==> src/rtl/s3g_pkg.sv <==
// s3g_pkg: constants and types shared by the S3G receiver, transmitter and executor.
//
// Contents:
//   S3G_SOF         start-of-frame byte
//   S3G_CRC_POLY    reflected Maxim/Dallas CRC8 polynomial
//   rx_state_e      receiver framing state
//   S3G_ERR_*       error codes reported by the executor
package s3g_pkg;

  localparam logic [7:0] S3G_SOF      = 8'hD5;
  localparam logic [7:0] S3G_CRC_POLY = 8'h8C;

  typedef enum logic [1:0] {
    StIdle,
    StLen,
    StPayload,
    StCrc
  } rx_state_e;

  // Error codes shared with s3g_executor.
  localparam logic [7:0] S3G_ERR_NONE    = 8'h00;
  localparam logic [7:0] S3G_ERR_CRC     = 8'h01;
  localparam logic [7:0] S3G_ERR_LEN     = 8'h02;
  localparam logic [7:0] S3G_ERR_OVERRUN = 8'h03;
  localparam logic [7:0] S3G_ERR_TIMEOUT = 8'h04;

endpackage

==> src/rtl/s3g_crc8.sv <==
// s3g_crc8: combinational one-byte update of the Maxim/Dallas CRC8 (reflected, LSB first).
//
// Ports:
//   crc_in   [7:0] in   CRC accumulated so far
//   data     [7:0] in   byte to fold in
//   crc_out  [7:0] out  updated CRC
module s3g_crc8
  import s3g_pkg::*;
(
  input  logic [7:0] crc_in,
  input  logic [7:0] data,
  output logic [7:0] crc_out
);

  // Reflected form: XOR the whole byte in, then shift right eight times, folding the
  // polynomial back in whenever a one falls out of bit 0.
  always_comb begin
    crc_out = crc_in ^ data;
    for (int i = 0; i < 8; i++) begin
      if (crc_out[0]) begin
        crc_out = (crc_out >> 1) ^ S3G_CRC_POLY;
      end else begin
        crc_out = crc_out >> 1;
      end
    end
  end

endmodule

==> src/rtl/s3g_frame_rx.sv <==
// s3g_frame_rx: S3G packet receiver with ping-pong payload banks and CRC8 checking.
//
// Frame format: 0xD5 | LEN | PAYLOAD[LEN] | CRC8(PAYLOAD). Good packets are stored in one of
// two banks and presented oldest-first through a ready/ack handshake. Errors are one-cycle
// strobes.
//
// Optional feature: define S3G_RX_TIMEOUT_EN to enable the inter-byte timeout. Without it
// timeout_err is tied low and a partial packet waits indefinitely.
//
// Parameters:
//   MAX_LEN         largest accepted payload length (1..255)
//   TIMEOUT_CYCLES  idle clocks allowed between bytes of one packet
//
// Ports:
//   clk          in   system clock
//   rst          in   synchronous active-high reset
//   rx_data      in   received byte, valid with rx_done
//   rx_done      in   one-cycle byte strobe
//   pkt_ready    out  a CRC-good packet is presented
//   pkt_len      out  payload length of the presented packet
//   pkt_ack      in   release the presented packet
//   rd_addr      in   payload byte index into the presented bank
//   rd_data      out  payload byte, one clock after rd_addr
//   crc          out  running CRC of the current payload
//   crc_err      out  strobe: CRC byte mismatch
//   len_err      out  strobe: LEN is 0 or above MAX_LEN
//   overrun_err  out  strobe: no free bank when LEN arrived
//   timeout_err  out  strobe: inter-byte timeout expired
module s3g_frame_rx
  import s3g_pkg::*;
#(
  parameter int unsigned MAX_LEN        = 32,
  parameter int unsigned TIMEOUT_CYCLES = 100000,
  localparam int unsigned AW            = (MAX_LEN > 1) ? $clog2(MAX_LEN) : 1
) (
  input  logic          clk,
  input  logic          rst,
  input  logic [7:0]    rx_data,
  input  logic          rx_done,
  output logic          pkt_ready,
  output logic [7:0]    pkt_len,
  input  logic          pkt_ack,
  input  logic [AW-1:0] rd_addr,
  output logic [7:0]    rd_data,
  output logic [7:0]    crc,
  output logic          crc_err,
  output logic          len_err,
  output logic          overrun_err,
  output logic          timeout_err
);

  localparam logic [7:0] MaxLen8 = 8'(MAX_LEN);

  rx_state_e       state_q, state_d;
  logic [7:0]      len_q, len_d;
  logic [7:0]      idx_q, idx_d;
  logic [7:0]      crc_q, crc_d;
  logic            wbank_q, wbank_d;
  logic [1:0]      full_q, full_d;
  logic            oldest_q, oldest_d;
  logic [1:0][7:0] blen_q, blen_d;
  logic            crc_err_q, crc_err_d;
  logic            len_err_q, len_err_d;
  logic            overrun_err_q, overrun_err_d;
  logic            timeout_err_q, timeout_err_d;
  logic [7:0]      rd_data_q;

  logic [7:0]      crc_next;
  logic            wr_en;
  logic [AW-1:0]   wr_addr;
  logic            ack_fire;
  logic            expire;

  logic [7:0]      mem0 [MAX_LEN];
  logic [7:0]      mem1 [MAX_LEN];

  s3g_crc8 u_crc8 (
    .crc_in  (crc_q),
    .data    (rx_data),
    .crc_out (crc_next)
  );

  // oldest_q always points at a full bank whenever at least one bank is full.
  assign pkt_ready = full_q[oldest_q];
  assign pkt_len   = pkt_ready ? blen_q[oldest_q] : 8'h00;
  assign ack_fire  = pkt_ack & pkt_ready;
  assign wr_addr   = idx_q[AW-1:0];

`ifdef S3G_RX_TIMEOUT_EN
  logic [31:0] idle_cnt_q;

  // An rx_done in the expiry cycle wins, so it is excluded here.
  assign expire = (state_q != StIdle) && !rx_done && (idle_cnt_q == TIMEOUT_CYCLES - 1);

  always_ff @(posedge clk) begin
    if (rst || rx_done || (state_q == StIdle)) begin
      idle_cnt_q <= 32'd0;
    end else begin
      idle_cnt_q <= idle_cnt_q + 32'd1;
    end
  end
`else
  logic unused_timeout;

  assign expire         = 1'b0;
  assign unused_timeout = ^TIMEOUT_CYCLES;
`endif

  always_comb begin
    state_d       = state_q;
    len_d         = len_q;
    idx_d         = idx_q;
    crc_d         = crc_q;
    wbank_d       = wbank_q;
    full_d        = full_q;
    oldest_d      = oldest_q;
    blen_d        = blen_q;
    crc_err_d     = 1'b0;
    len_err_d     = 1'b0;
    overrun_err_d = 1'b0;
    timeout_err_d = 1'b0;
    wr_en         = 1'b0;

    // The ack is applied before any completion in the same cycle.
    if (ack_fire) begin
      full_d[oldest_q] = 1'b0;
      oldest_d         = ~oldest_q;
    end

    if (expire) begin
      // The write bank is never marked full before the CRC byte, so it is already free.
      timeout_err_d = 1'b1;
      state_d       = StIdle;
    end else if (rx_done) begin
      unique case (state_q)
        StIdle: begin
          if (rx_data == S3G_SOF) begin
            state_d = StLen;
          end
        end
        StLen: begin
          state_d = StIdle;
          if ((rx_data == 8'h00) || (rx_data > MaxLen8)) begin
            len_err_d = 1'b1;
          end else if (&full_q) begin
            overrun_err_d = 1'b1;
          end else begin
            len_d   = rx_data;
            wbank_d = full_q[0];  // bank 0 unless it is occupied
            crc_d   = 8'h00;
            idx_d   = 8'h00;
            state_d = StPayload;
          end
        end
        StPayload: begin
          wr_en = 1'b1;
          crc_d = crc_next;
          idx_d = idx_q + 8'd1;
          if (idx_q == len_q - 8'd1) begin
            state_d = StCrc;
          end
        end
        StCrc: begin
          state_d = StIdle;
          if (rx_data == crc_q) begin
            full_d[wbank_q] = 1'b1;
            blen_d[wbank_q] = len_q;
            // Only becomes the presented bank when nothing older is still waiting.
            if (!full_d[~wbank_q]) begin
              oldest_d = wbank_q;
            end
          end else begin
            crc_err_d = 1'b1;
          end
        end
        default: state_d = StIdle;
      endcase
    end
  end

  always_ff @(posedge clk) begin
    if (rst) begin
      state_q       <= StIdle;
      len_q         <= 8'h00;
      idx_q         <= 8'h00;
      crc_q         <= 8'h00;
      wbank_q       <= 1'b0;
      full_q        <= 2'b00;
      oldest_q      <= 1'b0;
      blen_q        <= '0;
      crc_err_q     <= 1'b0;
      len_err_q     <= 1'b0;
      overrun_err_q <= 1'b0;
      timeout_err_q <= 1'b0;
    end else begin
      state_q       <= state_d;
      len_q         <= len_d;
      idx_q         <= idx_d;
      crc_q         <= crc_d;
      wbank_q       <= wbank_d;
      full_q        <= full_d;
      oldest_q      <= oldest_d;
      blen_q        <= blen_d;
      crc_err_q     <= crc_err_d;
      len_err_q     <= len_err_d;
      overrun_err_q <= overrun_err_d;
      timeout_err_q <= timeout_err_d;
    end
  end

  // Payload storage carries no reset; validity is tracked by full_q.
  always_ff @(posedge clk) begin
    if (wr_en) begin
      if (wbank_q) begin
        mem1[wr_addr] <= rx_data;
      end else begin
        mem0[wr_addr] <= rx_data;
      end
    end
  end

  always_ff @(posedge clk) begin
    if (rst) begin
      rd_data_q <= 8'h00;
    end else begin
      rd_data_q <= oldest_q ? mem1[rd_addr] : mem0[rd_addr];
    end
  end

  assign rd_data     = rd_data_q;
  assign crc         = crc_q;
  assign crc_err     = crc_err_q;
  assign len_err     = len_err_q;
  assign overrun_err = overrun_err_q;
  assign timeout_err = timeout_err_q;

endmodule
==> config.mk <==
export PLATFORM = sky130hd
export DESIGN_NAME = s3g_frame_rx
export DESIGN_NICKNAME = d
export VERILOG_FILES = /design/src/rtl/s3g_pkg.sv /design/src/rtl/s3g_crc8.sv /design/src/rtl/s3g_frame_rx.sv
export SDC_FILE = /design/constraint.sdc
export NUM_CORES = 1
export LEC_CHECK = 0
export CORE_MARGIN = 10
export CORE_UTILIZATION = 51
export CTS_BUF_LIST = sky130_fd_sc_hd__clkbuf_8
export DETAILED_ROUTE_END_ITERATION = 10
export HOLD_SLACK_MARGIN = 0.03
export PLACE_DENSITY = 0.7
export SYNTH_ARGS = -nofsm -noshare
export SYNTH_HDL_FRONTEND = slang
export SYNTH_SLANG_ARGS = --single-unit
==> constraint.sdc <==
create_clock -name clk -period 4.8 [get_ports clk]
set_input_delay 0.96 -clock clk [delete_from_list [all_inputs] [get_ports clk]]
set_output_delay 0.96 -clock clk [all_outputs]
set_load 0.01 [all_outputs]
# Word level (Yosys, flattened, before mapping)
# Memory sizes are Yosys's and may differ from the RTL's.
# Cells that the tools add are included.
[classes]
order_cmp = 6
div = 0
reduce_logical = 14
muxes = 52
n_addsub = 2
bitwise = 20
n_eq_ne = 10
multipliers = 0
shift = 0
[ops]
columns = ["cell", "n"]
rows = [
  ["8-bit 2-to-1 mux", 15],
  ["8-bit case mux with 2 select lines", 2],
  ["2-bit NOT with 3-bit output", 8],
  ["1-bit 2-to-1 mux", 22],
  ["16-bit bitwise mux", 1],
  ["8-bit equality test", 2],
  ["2-bit 2-to-1 mux", 8],
  ["8-bit by 1-bit adder with 8-bit output, second input constant", 1],
  ["8-bit demux with 1-bit select", 1],
  ["8-bit equality test, second input constant", 1],
  ["8-bit by 6-bit > comparator with 1-bit output, second input constant", 1],
  ["8-bit logical NOT", 1],
  ["2-bit != test, second input constant", 4],
  ["2-bit case mux with 4 select lines", 1],
  ["4-bit AND reduction", 2],
  ["8-bit by 1-bit subtractor with 8-bit output, second input constant", 1],
  ["8-bit XOR", 1],
  ["1-bit NOT", 7],
  ["1-bit by 2-bit < comparator with 1-bit output, second input constant", 3],
  ["3-bit AND reduction", 2],
  ["3-bit OR reduction", 2],
  ["2-bit equality test, second input constant", 2],
  ["4-bit OR reduction", 1],
  ["2-bit bitwise AND", 1],
  ["11 further kinds", 14],
]
[word_totals]
elab_cells = 119
mem_count = 2
mem_bits_ro = 0
mem_bits_rw = 512
out_inout_bits = 29
input_bits = 17
ff_bits = 57
latchBits = 0
[memory_table]
columns = ["memory", "depth", "width", "rd", "rd_clocked_by_memory_dff", "wr", "line", "rtl"]
rows = [
  ["mem0", 32, 8, 1, 0, 1, "s3g_frame_rx.sv:74", "logic [7:0] mem0 [MAX_LEN];"],
  ["mem1", 32, 8, 1, 0, 1, "s3g_frame_rx.sv:75", "logic [7:0] mem1 [MAX_LEN];"],
]

# Longest topological paths before layout
[logic_depth]
ltp_word = 18
ltp_mapped = 10
ltp_nobuf = 8

# Modules after synthesis
# From an unflattened synthesis, not the netlist that was laid out.
[unflattened]
cells_unflattened = 1272
area_unflattened_um2 = 22836.9
[modules_own_cells]
columns = ["mod", "cells_each", "n_inst", "area_each_um2", "seq_area_each_um2"]
rows = [
  ["s3g_frame_rx", 1251, 1, 22601.7, 16515.8],
  ["s3g_crc8", 21, 1, 235.2, 0.0],
]

# Worst setup path after synthesis
# OpenSTA, ideal clock, no wires.
[synth_path]
kind = "input -> register"
start = "in rd_addr[0]"
end = "reg rd_data_q[2] (netlist: rd_data[2])"
path_buffers = 4
cell_stages = 8
arrival_ns = 2.529
setup_ns = 0.117
setup_slack_ns = 2.154
t_required_ns = 4.683
path_cell_list = "buf_6 buf_12 buf_12 buf_6 mux4_2 a211oi_1 a21oi_1 a22o_1"
[synth_between]
elab_chain_cells = 2
word_cells_on_any_way = 3
classes_between = "mux: 1; memory: 2"
[synth_lines]
columns = ["item", "line", "rtl"]
rows = [
  ["start: declaration", "s3g_frame_rx.sv:43", "input logic [AW-1:0] rd_addr,"],
  ["memory read 32 x 8 bit, on equally long branches", "-", ""],
  ["8-bit 2-to-1 mux (*)", "s3g_frame_rx.sv:226", "rd_data_q <= oldest_q ? mem1[rd_addr] : mem0[rd_addr];"],
  ["end signal: assignment", "s3g_frame_rx.sv:226", ""],
  ["end: declaration", "s3g_frame_rx.sv:66", "logic [7:0] rd_data_q;"],
]
# Every way passes the cells marked *; elsewhere a longest branch is shown, timed or not.
# A chain may end at the register's enable or synchronous reset.

# Worst setup path after layout
[layout_path]
start = "reg oldest_q"
end = "out pkt_len[7]"
[layout_between]
elab_chain_cells = 3
word_cells_on_any_way = 5
classes_between = "mux: 5"
[layout_lines]
columns = ["item", "line", "rtl"]
rows = [
  ["start: declaration", "s3g_frame_rx.sv:60", "logic oldest_q, oldest_d;"],
  ["start signal: assignment", "s3g_frame_rx.sv:202", "oldest_q <= oldest_d;"],
  ["8-bit 2-to-1 mux (implied by the code) / 1-bit 2-to-1 mux (equally long branches) (2 in a row)", "s3g_frame_rx.sv:85, s3g_frame_rx.sv:84", ""],
  ["8-bit 2-to-1 mux (*)", "s3g_frame_rx.sv:85", "assign pkt_len = pkt_ready ? blen_q[oldest_q] : 8'h00;"],
  ["end: declaration", "s3g_frame_rx.sv:41", "output logic [7:0] pkt_len,"],
]
# Every way passes the cells marked *; elsewhere a longest branch is shown, timed or not. The select of a mux whose other input is x is not followed.

==> reports/metrics.yaml <==
finish:
  areaGrowthSynthToFinish_pct: 11.3
  drive_gt1_share_pct: 20.1
  fillers: 3358
  nets: 1340
timing:
  fmax_ghz: 0.262
  rsz0062_at_grt: "no"
  hold_violations: 0
  hold-worst-slack_ns: 0.454
  worstMarginPinSlew_ns: 0.925
  finClkSkew_ns: 0.0338
  tns_ns: 0
  slew_headroom_pct: 38.3
  finalCritPeriodShare_pct: 79.5
  final-setup-viol-count: 0
  min_period_ns: 3.82
  drv_slew: 0
yosys:
  syn_area_um2: 22700
  synth_fa_ha_area_share_pct: 0.276
  muxShareOfSynthArea_pct: 15.1
  syn_area_per_cell_um2: 18.4
  synth-simple-area-share_pct: 5.53
  synthTopCellsByArea: "edfxtp_1, mux4_2, dfxtp_1"
  ys_types: 51
  synth-seq-cells: 569
  ys_seq_area_share_pct: 72.8
  syn_inst: 1230
  ys.flop_type: "edfxtp_1"
  synth_compound_area_share_pct: 2.90
  synth_xor_area_share_pct: 1.43
  yosysTopAreaCellShare_pct: 67.8
  yosys.area.top_type: "edfxtp_1"
  yosys_warnings: 0
  synth_edf_count: 512
  synth_nets: 1252
  ys_async_sr_fraction_pct: 0
  synth_top_family_by_area: "multiplexers"
floorplanning:
  die_y_um: 231
  io_pins: 46
  dieArea_um2: 53300
  start_util_pct: 51.4
  core-area_um2: 44100
  die_x_um: 231
  rows: 77
worst_setup_path:
  critical_path_class: "register to output port"
  r2r_slack_ns: 2.05
  crit_path_top_delay_cell: "dfxtp_1"
  r2r-end: "mem1[0][6]$_DFFE_PP_"
  crit_path_end_kind: "output port"
  cp.required_ns: 3.84
  rr_worst_depth: 4
  crit_fanout: 15
  cp_cell_sequence: "mux2i_1, nor2_1, clkdlybuf4s50_1"
  critPathArrivalTime_ns: 2.86
  start_kind: "register"
  cpPeakStageDelay_ns: 0.84
clock_tree:
  postCtsHoldBufs: 0
  clk_pin_slew_ns: 0.06
  numCtsBuffers: 88
  htreeDepth: 3
  clock_latency_ns: 0.64
  cts.repair.resized: 0
  clockRootBuffer: "clkbuf_8"
  clk_path_buf_depth: 3
  clkSinkCount: 569
  cts_tree: "done"
  post-cts-setup-buffers: 0
drt:
  dr.pass1.iters: 5
  routed_via_density: 6.01
  drc: 0
  ant_nets: 0
  routed_wl_um: 52000
  drt_iter0_drc: 1253
  wl_per_cell_um: 26.3
  vias: 11900
grt:
  gr-usage-all-layers_pct: 19.6
  grt_max_degree: 66
  gr-total-overflow: 0
  grt_antenna_before_repair: 2
  grt_pass1_wl_um: 77800
  grt_pass1_vias: 12100
hold_path:
  hp-start: "blen_q[11]$_SDFFE_PP0P_"
  min_delay_worst_endpoint: "blen_q[11]$_SDFFE_PP0P_"
  hold_class: "register to register"
  hold_depth: 2
place:
  gp_congestion: 0.854
  dp_hpwl_um: 32500
  numPortBuffers: 44
flow_run:
  cap_violations: 0
power_and_ir_drop:
  powerDensity_nw_per_um2: 382
  leakage_nw: 8.03
  ir_drop_mv: 0.240
outcome:
  status: "finished, final reports clean"
[cells in the mapped netlist, drive strengths merged (2+ instances only)]
library cell and number:
a211oi 18, a21oi 21, a22oi 4, a32o 3
and2 3, and3 4, buf 41, clkbuf 27
dfxtp 57, edfxtp 512, ha 5, inv 8
mux2i 40, mux4 134, nand2 49, nand2b 12
nand3 26, nand3b 4, nand4 6, nor2 117
nor2b 21, nor3 11, nor4 7, o211ai 5
o21ai 16, o221ai 5, o22ai 14, o32a 2
o41ai 4, or2 3, or3 3, xnor2 28
xor2 9
[worst max-delay path, delay by kind of cell (launching register included)]
family	cells	cell delay (ns)
flops	1	0.84
mux	1	0.73
buf+inv	1	0.52
simple gates	1	0.13
[registers in the layout (all words and copies together) (netlist names), named ones only]
name / cells
rd_data: 8
full_q: 2
wbank_q: 1
blen_q: 16
state_q: 1
crc_err: 1
len_q: 8
len_err: 1
mem0: 256
overrun_err: 1
idx_q: 8
crc: 8
mem1: 256
oldest_q: 1
[routing by layer]
| layer | track usage [%] | share of wire [%] | up-vias |
|---|---|---|---|
| li1 | - | - | 5103 |
| met3 | 4.93 | 9.1 | 105 |
| met2 | 31.2 | 48 | 586 |
| met4 | 6.91 | 2.9 | 2 |
| met5 | 0 | 0.023 | - |
| met1 | 25.8 | 40 | 6089 |
[per-stage QoR]
stage,power [mW],cell area (um2),utilization [%],worst slack (ns),cells
2_1_floorplan,5.77,22700,-,2.15,1230
4_1_cts,9.72,25200,57.2,0.934,1977
5_1_grt,9.95,25200,57.2,0.806,1977
3_3_place_gp,5.95,23600,53.5,1.09,1820
3_5_place_dp,5.96,23600,53.5,1.08,1820
6_report,9.65,25200,57.2,0.984,1978
[placed cells by master, fill, tap and decap left out, drive strengths merged, types with 2 or more instances in the layout]
cell type	Yosys	layout
a211oi	18	18
a21oi	21	21
a22oi	4	4
a32o	3	3
and2	3	3
and3	4	4
buf	41	33
bufinv	0	4
clkbuf	27	93
clkdlybuf4s50	0	33
clkinv	0	21
clkinvlp	0	3
dfxtp	57	57
edfxtp	512	512
ha	5	5
inv	8	44
mux2i	40	40
mux4	134	134
nand2	49	49
nand2b	12	12
nand3	26	26
nand3b	4	4
nand4	6	6
nor2	117	117
nor2b	21	21
nor3	11	11
nor4	7	7
o211ai	5	5
o21ai	16	16
o221ai	5	5
o22ai	14	14
o32a	2	2
o41ai	4	4
or2	3	3
or3	3	3
xnor2	28	28
xor2	9	9
[power by group]
part	leakage, nW	switching, mW	internal, mW
logic	2.01	0.278	0.171
clock network	0.961	1.80	2.00
registers	5.06	0.00355	5.40
total	8.03	2.08	7.57
[worst max-delay path by stage]
stage | from | to | slack, ns | cells past startpoint
after floorplan | rd_addr[0] | rd_data[2]$_SDFF_PP0_ | 2.15 | 8
after detailed placement | rx_done | mem1[12][7]$_DFFE_PP_ | 1.08 | 4
after global routing | oldest_q$_SDFF_PP0_ | pkt_len[3] | 0.81 | 3
final | oldest_q$_SDFF_PP0_ | pkt_len[7] | 0.98 | 3
after CTS | oldest_q$_SDFF_PP0_ | pkt_len[7] | 0.93 | 3
after global placement | rx_done | mem1[3][1]$_DFFE_PP_ | 1.09 | 4
[logic make-up (layout without fill, tap and decap cells)]
logic type | after synthesis | after routing
flops | 569 | 569
other cells | 1 | 2
fa+ha+maj | 5 | 5
compound gates | 97 | 97
xor+xnor | 37 | 37
buf+inv | 76 | 231
simple gates | 271 | 271
mux | 174 | 174
[final cells by class]
cell class	instances	area, um2	area share (%)
Sequential cell	569	16500	65.4
Clock buffer	93	1280	5.07
Clock inverter	64	368	1.46
Multi-Input combinational cell	585	5720	22.7
Timing Repair Buffer	66	591	2.34
Antenna cell	1	2.50	0.00991
Inverter	8	30.0	0.119
Tap cell	592	741	2.93
(Power assumes the default switching activity.)
==> patch 1 (config.mk and constraints unchanged) <==
Build with the macro `S3G_RX_TIMEOUT_EN` defined.
--- a/src/rtl/s3g_frame_rx.sv
+++ b/src/rtl/s3g_frame_rx.sv
@@ -26,6 +26,8 @@
 //   len_err      out  strobe: LEN is 0 or above MAX_LEN
 //   overrun_err  out  strobe: no free bank when LEN arrived
 //   timeout_err  out  strobe: inter-byte timeout expired
+`define S3G_RX_TIMEOUT_EN
+
 module s3g_frame_rx
   import s3g_pkg::*;
 #(
Formal check against the unedited RTL: same outputs for any inputs over 4 cycles, from zero or initial values and one cycle with rst high; that may be too few to reach the edited logic, so the function may still have changed.
==> patch 1 against the unedited design <==
  * Total power up 5.5%
  * Fmax grew 17%
  * Routed wire length increased by 5.2%
  * Setup slack better by 0.55 ns
  * Cell area rose by 6.1%
  * Via count increased by 9.4%
  * Sequential cell count is 33 higher
  * Area after synthesis is 5.5% higher
  * Critical path type is now in -> reg
==> patch 1: results (changes against the unedited design) <==
pwr:
  pg_seq_w: 0.00568  # +5.2%
  vdd_drop_max_uv: 219.9  # -8.5%
  p_comb_share_pct: 4.4  # -0.2 points
cells_and_area:
  fillerInstances: 3495  # +4.1%
  multi_input_area_share_pct: 23.92  # +1.3 points
  n_clock_buffer: 96  # +3.2%
  non_clock_inverter_count: 13  # +5
  seq_share_pct: 64.15  # -1.3 points
  nonClkBufAreaFrac_pct: 2.280  # -0.059 points
worst_setup_path:
  arrival_ns: 3.55  # +0.69 ns
  crit_start: "rx_done"
  slowest_delay_ns: 0.75  # -0.09 ns
  ff2ff_path_depth: 3  # -1
  crit_fanout: 14  # -1
synthesis:
  synth_fa_ha_area_share_pct: 0.3138  # +0.038 points
  syn-num-nets: 1410  # +13%
  ys_seq_area_share_pct: 71.80  # -1.0 points
  synthTopCellsByArea: "edfxtp_1, mux4_2, dfxtp_1, nor2_1, mux2i_1"
  synthXorXnorAreaFrac_pct: 2.270  # +0.84 points
  synth-compound-area-share_pct: 2.537  # -0.36 points
  synth_common_cells: "edfxtp_1, nor2_1, mux4_2, dfxtp_1, mux2i_1"
global_routing:
  grt_pass1_wl_um: 82630  # +6.2%
  grt_use_met3_pct: 4.133  # -0.80 points
  grt_max_degree: 68  # +3.0%
  grtUsageMet2_pct: 31.02  # -0.14 points
  grt_pass1_vias: 13250  # +9.2%
  globalRouteTotalUtil_pct: 19.48  # -0.084 points
  grtUsageMet1_pct: 25.90  # +0.065 points
routing:
  met3_length_um: 4525  # -3.9%
  wl_per_cell_um: 25.26  # -3.9%
  vias_per_cell: 6.000  # -0.15%
  route.met2.wl_um: 26410  # +4.9%
clock_tree:
  clk_latency_ns: 0.67  # +0.03 ns
  numCtsBuffers: 94  # +6.8%
placement:
  hpwl_um: 34500  # +6.1%
  portBuffers: 45  # +2.3%
sta:
  timing.hold.ws_ns: 0.4784  # +0.02422 ns
  slew_headroom_pct: 31.07  # -7.2 points
  skew_ns: 0.03341  # -0.0004009 ns
min_path:
  worstHoldStart: "idle_cnt_q[0]"
outcome:
  status: "finished, final reports clean"
[patch 1: changes by cell type in the layout (fill, tap and decap cells not counted), sizes merged, moves of 14 or more]
| cell | unedited run | this run |
|---|---|---|
| clkinv | 21 | 42 |
| dfxtp | 57 | 90 |
| mux2i | 40 | 55 |
| nand3 | 26 | 42 |
| nor2 | 117 | 158 |
| xor2 | 9 | 23 |
[patch 1: metrics by stage]
step | power (W) | cell area [um2] | utilization [%] | setup WS, ns | cells
floorplan | 0.006036 | 23920 | - | 1.949 | 1387
global route | 0.01054 | 26770 | 57.63 | 1.339 | 2167
detailed placement | 0.006239 | 25000 | 53.81 | 0.8920 | 1995
global placement | 0.006237 | 25000 | 53.81 | 1.036 | 1995
CTS | 0.01027 | 26770 | 57.63 | 1.471 | 2166
finish | 0.01018 | 26770 | 57.63 | 1.539 | 2167
[patch 1: worst max-delay path: cells and delay by family]
| family | cells | cell delay (ns) |
|---|---|---|
| simple gates | 3 | 1.95 |
| buf+inv | 1 | 0.62 |
==> patch 2 (same settings) <==
Without the edit above. Remove the register `timeout_err_q`: a continuous assignment takes its place, so the output `timeout_err` follows one clock earlier.
--- a/src/rtl/s3g_frame_rx.sv
+++ b/src/rtl/s3g_frame_rx.sv
@@ -191,7 +191,6 @@
       crc_err_q     <= 1'b0;
       len_err_q     <= 1'b0;
       overrun_err_q <= 1'b0;
-      timeout_err_q <= 1'b0;
     end else begin
       state_q       <= state_d;
       len_q         <= len_d;
@@ -204,9 +203,10 @@
       crc_err_q     <= crc_err_d;
       len_err_q     <= len_err_d;
       overrun_err_q <= overrun_err_d;
-      timeout_err_q <= timeout_err_d;
-    end
-  end
+    end
+  end
+
+  assign timeout_err_q = timeout_err_d;
 
   // Payload storage carries no reset; validity is tracked by full_q.
   always_ff @(posedge clk) begin
Check against the original RTL: equivalent (equiv_simple and equiv_induct, registers matched by name and starting in step).
==> patch 2 against the unedited design <==
  * First-iteration DRC count decreased by 8.7%
  * Count of clock-buffer cells in the layout fell by 2
  * Total power shrank 0.92%
  * Area after synthesis fell by 0.37%
  * Cell area is 0.31% lower
  * Routed wire length fell by 1.4%
  * Sequential cell count stayed put
  * Sequential power is essentially flat
  * Setup slack better by 0.079 ns
  * Largest cell class unchanged
  * Largest power group unchanged
==> patch 2: results (changes against the unedited design) <==
clock_tree:
  clk_latency_ns: 0.64  # about the same
  htreeDepth: 3  # unchanged
  cts_root_buf: "clkbuf_8"
  cts_resized: 0  # unchanged
  numCtsBuffers: 89  # +1.1%
  clkTransAtPathRegs_ns: 0.06  # about the same
cells_and_area:
  nets: 1333  # -0.52%
  drive_gt1_share_pct: 20.96  # +0.81 points
  insertedDiodeCount: 0  # -1
  top_regs: "mem0 x256, mem1 x256, blen_q x16"
sta:
  hold_viol_final: 0  # unchanged
  skew_ns: 0.01918  # -0.01463 ns
  worst_pin_slew_ns: 0.9412  # +0.01590 ns
routing:
  wl_met1_um: 21320  # +3.7%
  finalWirelength_um: 51270  # -1.4%
  drt-initial-drc-count: 1144  # -8.7%
  route.met2.wl_um: 24840  # -1.4%
  top_layer_used: "met4"
  met3_length_um: 3884  # -18%
  wl_per_cell_um: 26.01  # -1.1%
  vias: 11660  # -1.9%
synthesis:
  synthArstFlopShare_pct: 0  # unchanged
  synth_common_cells: "edfxtp_1, mux4_2, nor2_1, mux2i_1, dfxtp_1"
  synthTopCellsByArea: "edfxtp_1, mux4_2, dfxtp_1, mux2i_1, nor2_1"
  synth_edf_count: 512  # unchanged
  syn-num-nets: 1239  # -1.0%
  ys_seq_area_share_pct: 73.08  # +0.27 points
  avgSynthCellArea_um2: 18.57  # +0.69%
  synth_cell_types: 56  # +9.8%
worst_setup_path:
  r2r_setup_slack_ns: 1.91  # -0.14 ns
  slowest_stage: "dfxtp_1"
  arrival_ns: 2.78  # -0.08 ns
  crit_fanout: 15  # unchanged
global_routing:
  grt_pass1_wl_um: 77950  # +0.19%
  grtUsageMet1_pct: 26.88  # +1.0 points
  grt_use_met3_pct: 3.924  # -1.0 points
  grt_max_degree: 67  # +1.5%
  antenna_found_initial: 0  # -2
  grtUsageMet2_pct: 31.11  # -0.056 points
  globalRouteTotalUtil_pct: 19.61  # +0.046 points
placement:
  place_area_mm2: 0.02359  # about the same
  dp.cells: 1812  # -0.44%
  portBuffers: 44  # unchanged
  hpwl_um: 32390  # -0.42%
  gp_congestion: 0.8414  # -1.5%
min_path:
  min_path_type: "reg -> reg"
pwr:
  leakage_nw: 8.159  # +1.6%
  vdd_drop_max_uv: 210.2  # -13%
outcome:
  status: "finished, final reports clean"
patch 2: cell type report:
class,instances,area (um2)
Clock inverter,68,327.8
Fill cell,3334,18860
Sequential cell,569,16520
Clock buffer,91,1252
Multi-Input combinational cell,572,5678
Tap cell,592,740.7
Inverter,12,45.04
Timing Repair Buffer,67,608.1
patch 2: final timing paths:
check                                from          to  cells after the start
worst min register to register  blen_q[1]   blen_q[1]                      2
worst max-delay path             oldest_q  pkt_len[7]                      4
worst min-delay path            blen_q[1]   blen_q[1]                      2
worst max register to register  flip-flop  mem1[0][2]                      4
patch 2: kinds of logic (layout without fill, tap and decap cells):
family	Yosys count	after routing	share of synthesized area, %
xor+xnor	38	38	1.506
flops	569	569	73.08
buf+inv	76	238	1.794
fa+ha+maj	5	5	0.2768
other cells	1	1	0.01659
mux	192	192	15.76
simple gates	246	246	4.894
compound gates	90	90	2.669
patch 2: critical path: cells and delay by family, from the launching register on:
family	cells	cell delay (ns)
AO/OA/AOI/OAI	1	0.53
buffers and inverters	1	0.51
flip-flops	1	0.84
AND/OR/NAND/NOR	2	0.26
patch 2: stage by stage:
| step | util, % | hold slack, ns | setup slack, ns | power, W |
|---|---|---|---|---|
| floorplan | - | 0.4588 | 2.235 | 0.005814 |
| global placement | 53.57 | 0.4766 | 1.147 | 0.006021 |
| detailed placement | 53.57 | 0.4894 | 1.039 | 0.006027 |
| CTS | 57.16 | 0.5032 | 0.9809 | 0.009644 |
| global route | 57.16 | 0.5284 | 0.9111 | 0.009900 |
| finish | 57.16 | 0.4958 | 1.063 | 0.009564 |
patch 2: power by group:
part | switching (W) | leakage [nW] | internal (W)
sequential | 0.0000147 | 5.06 | 0.00541
clock | 0.00182 | 0.918 | 0.00182
combinational | 0.000306 | 2.18 | 0.000193
total | 0.00214 | 8.16 | 0.00742
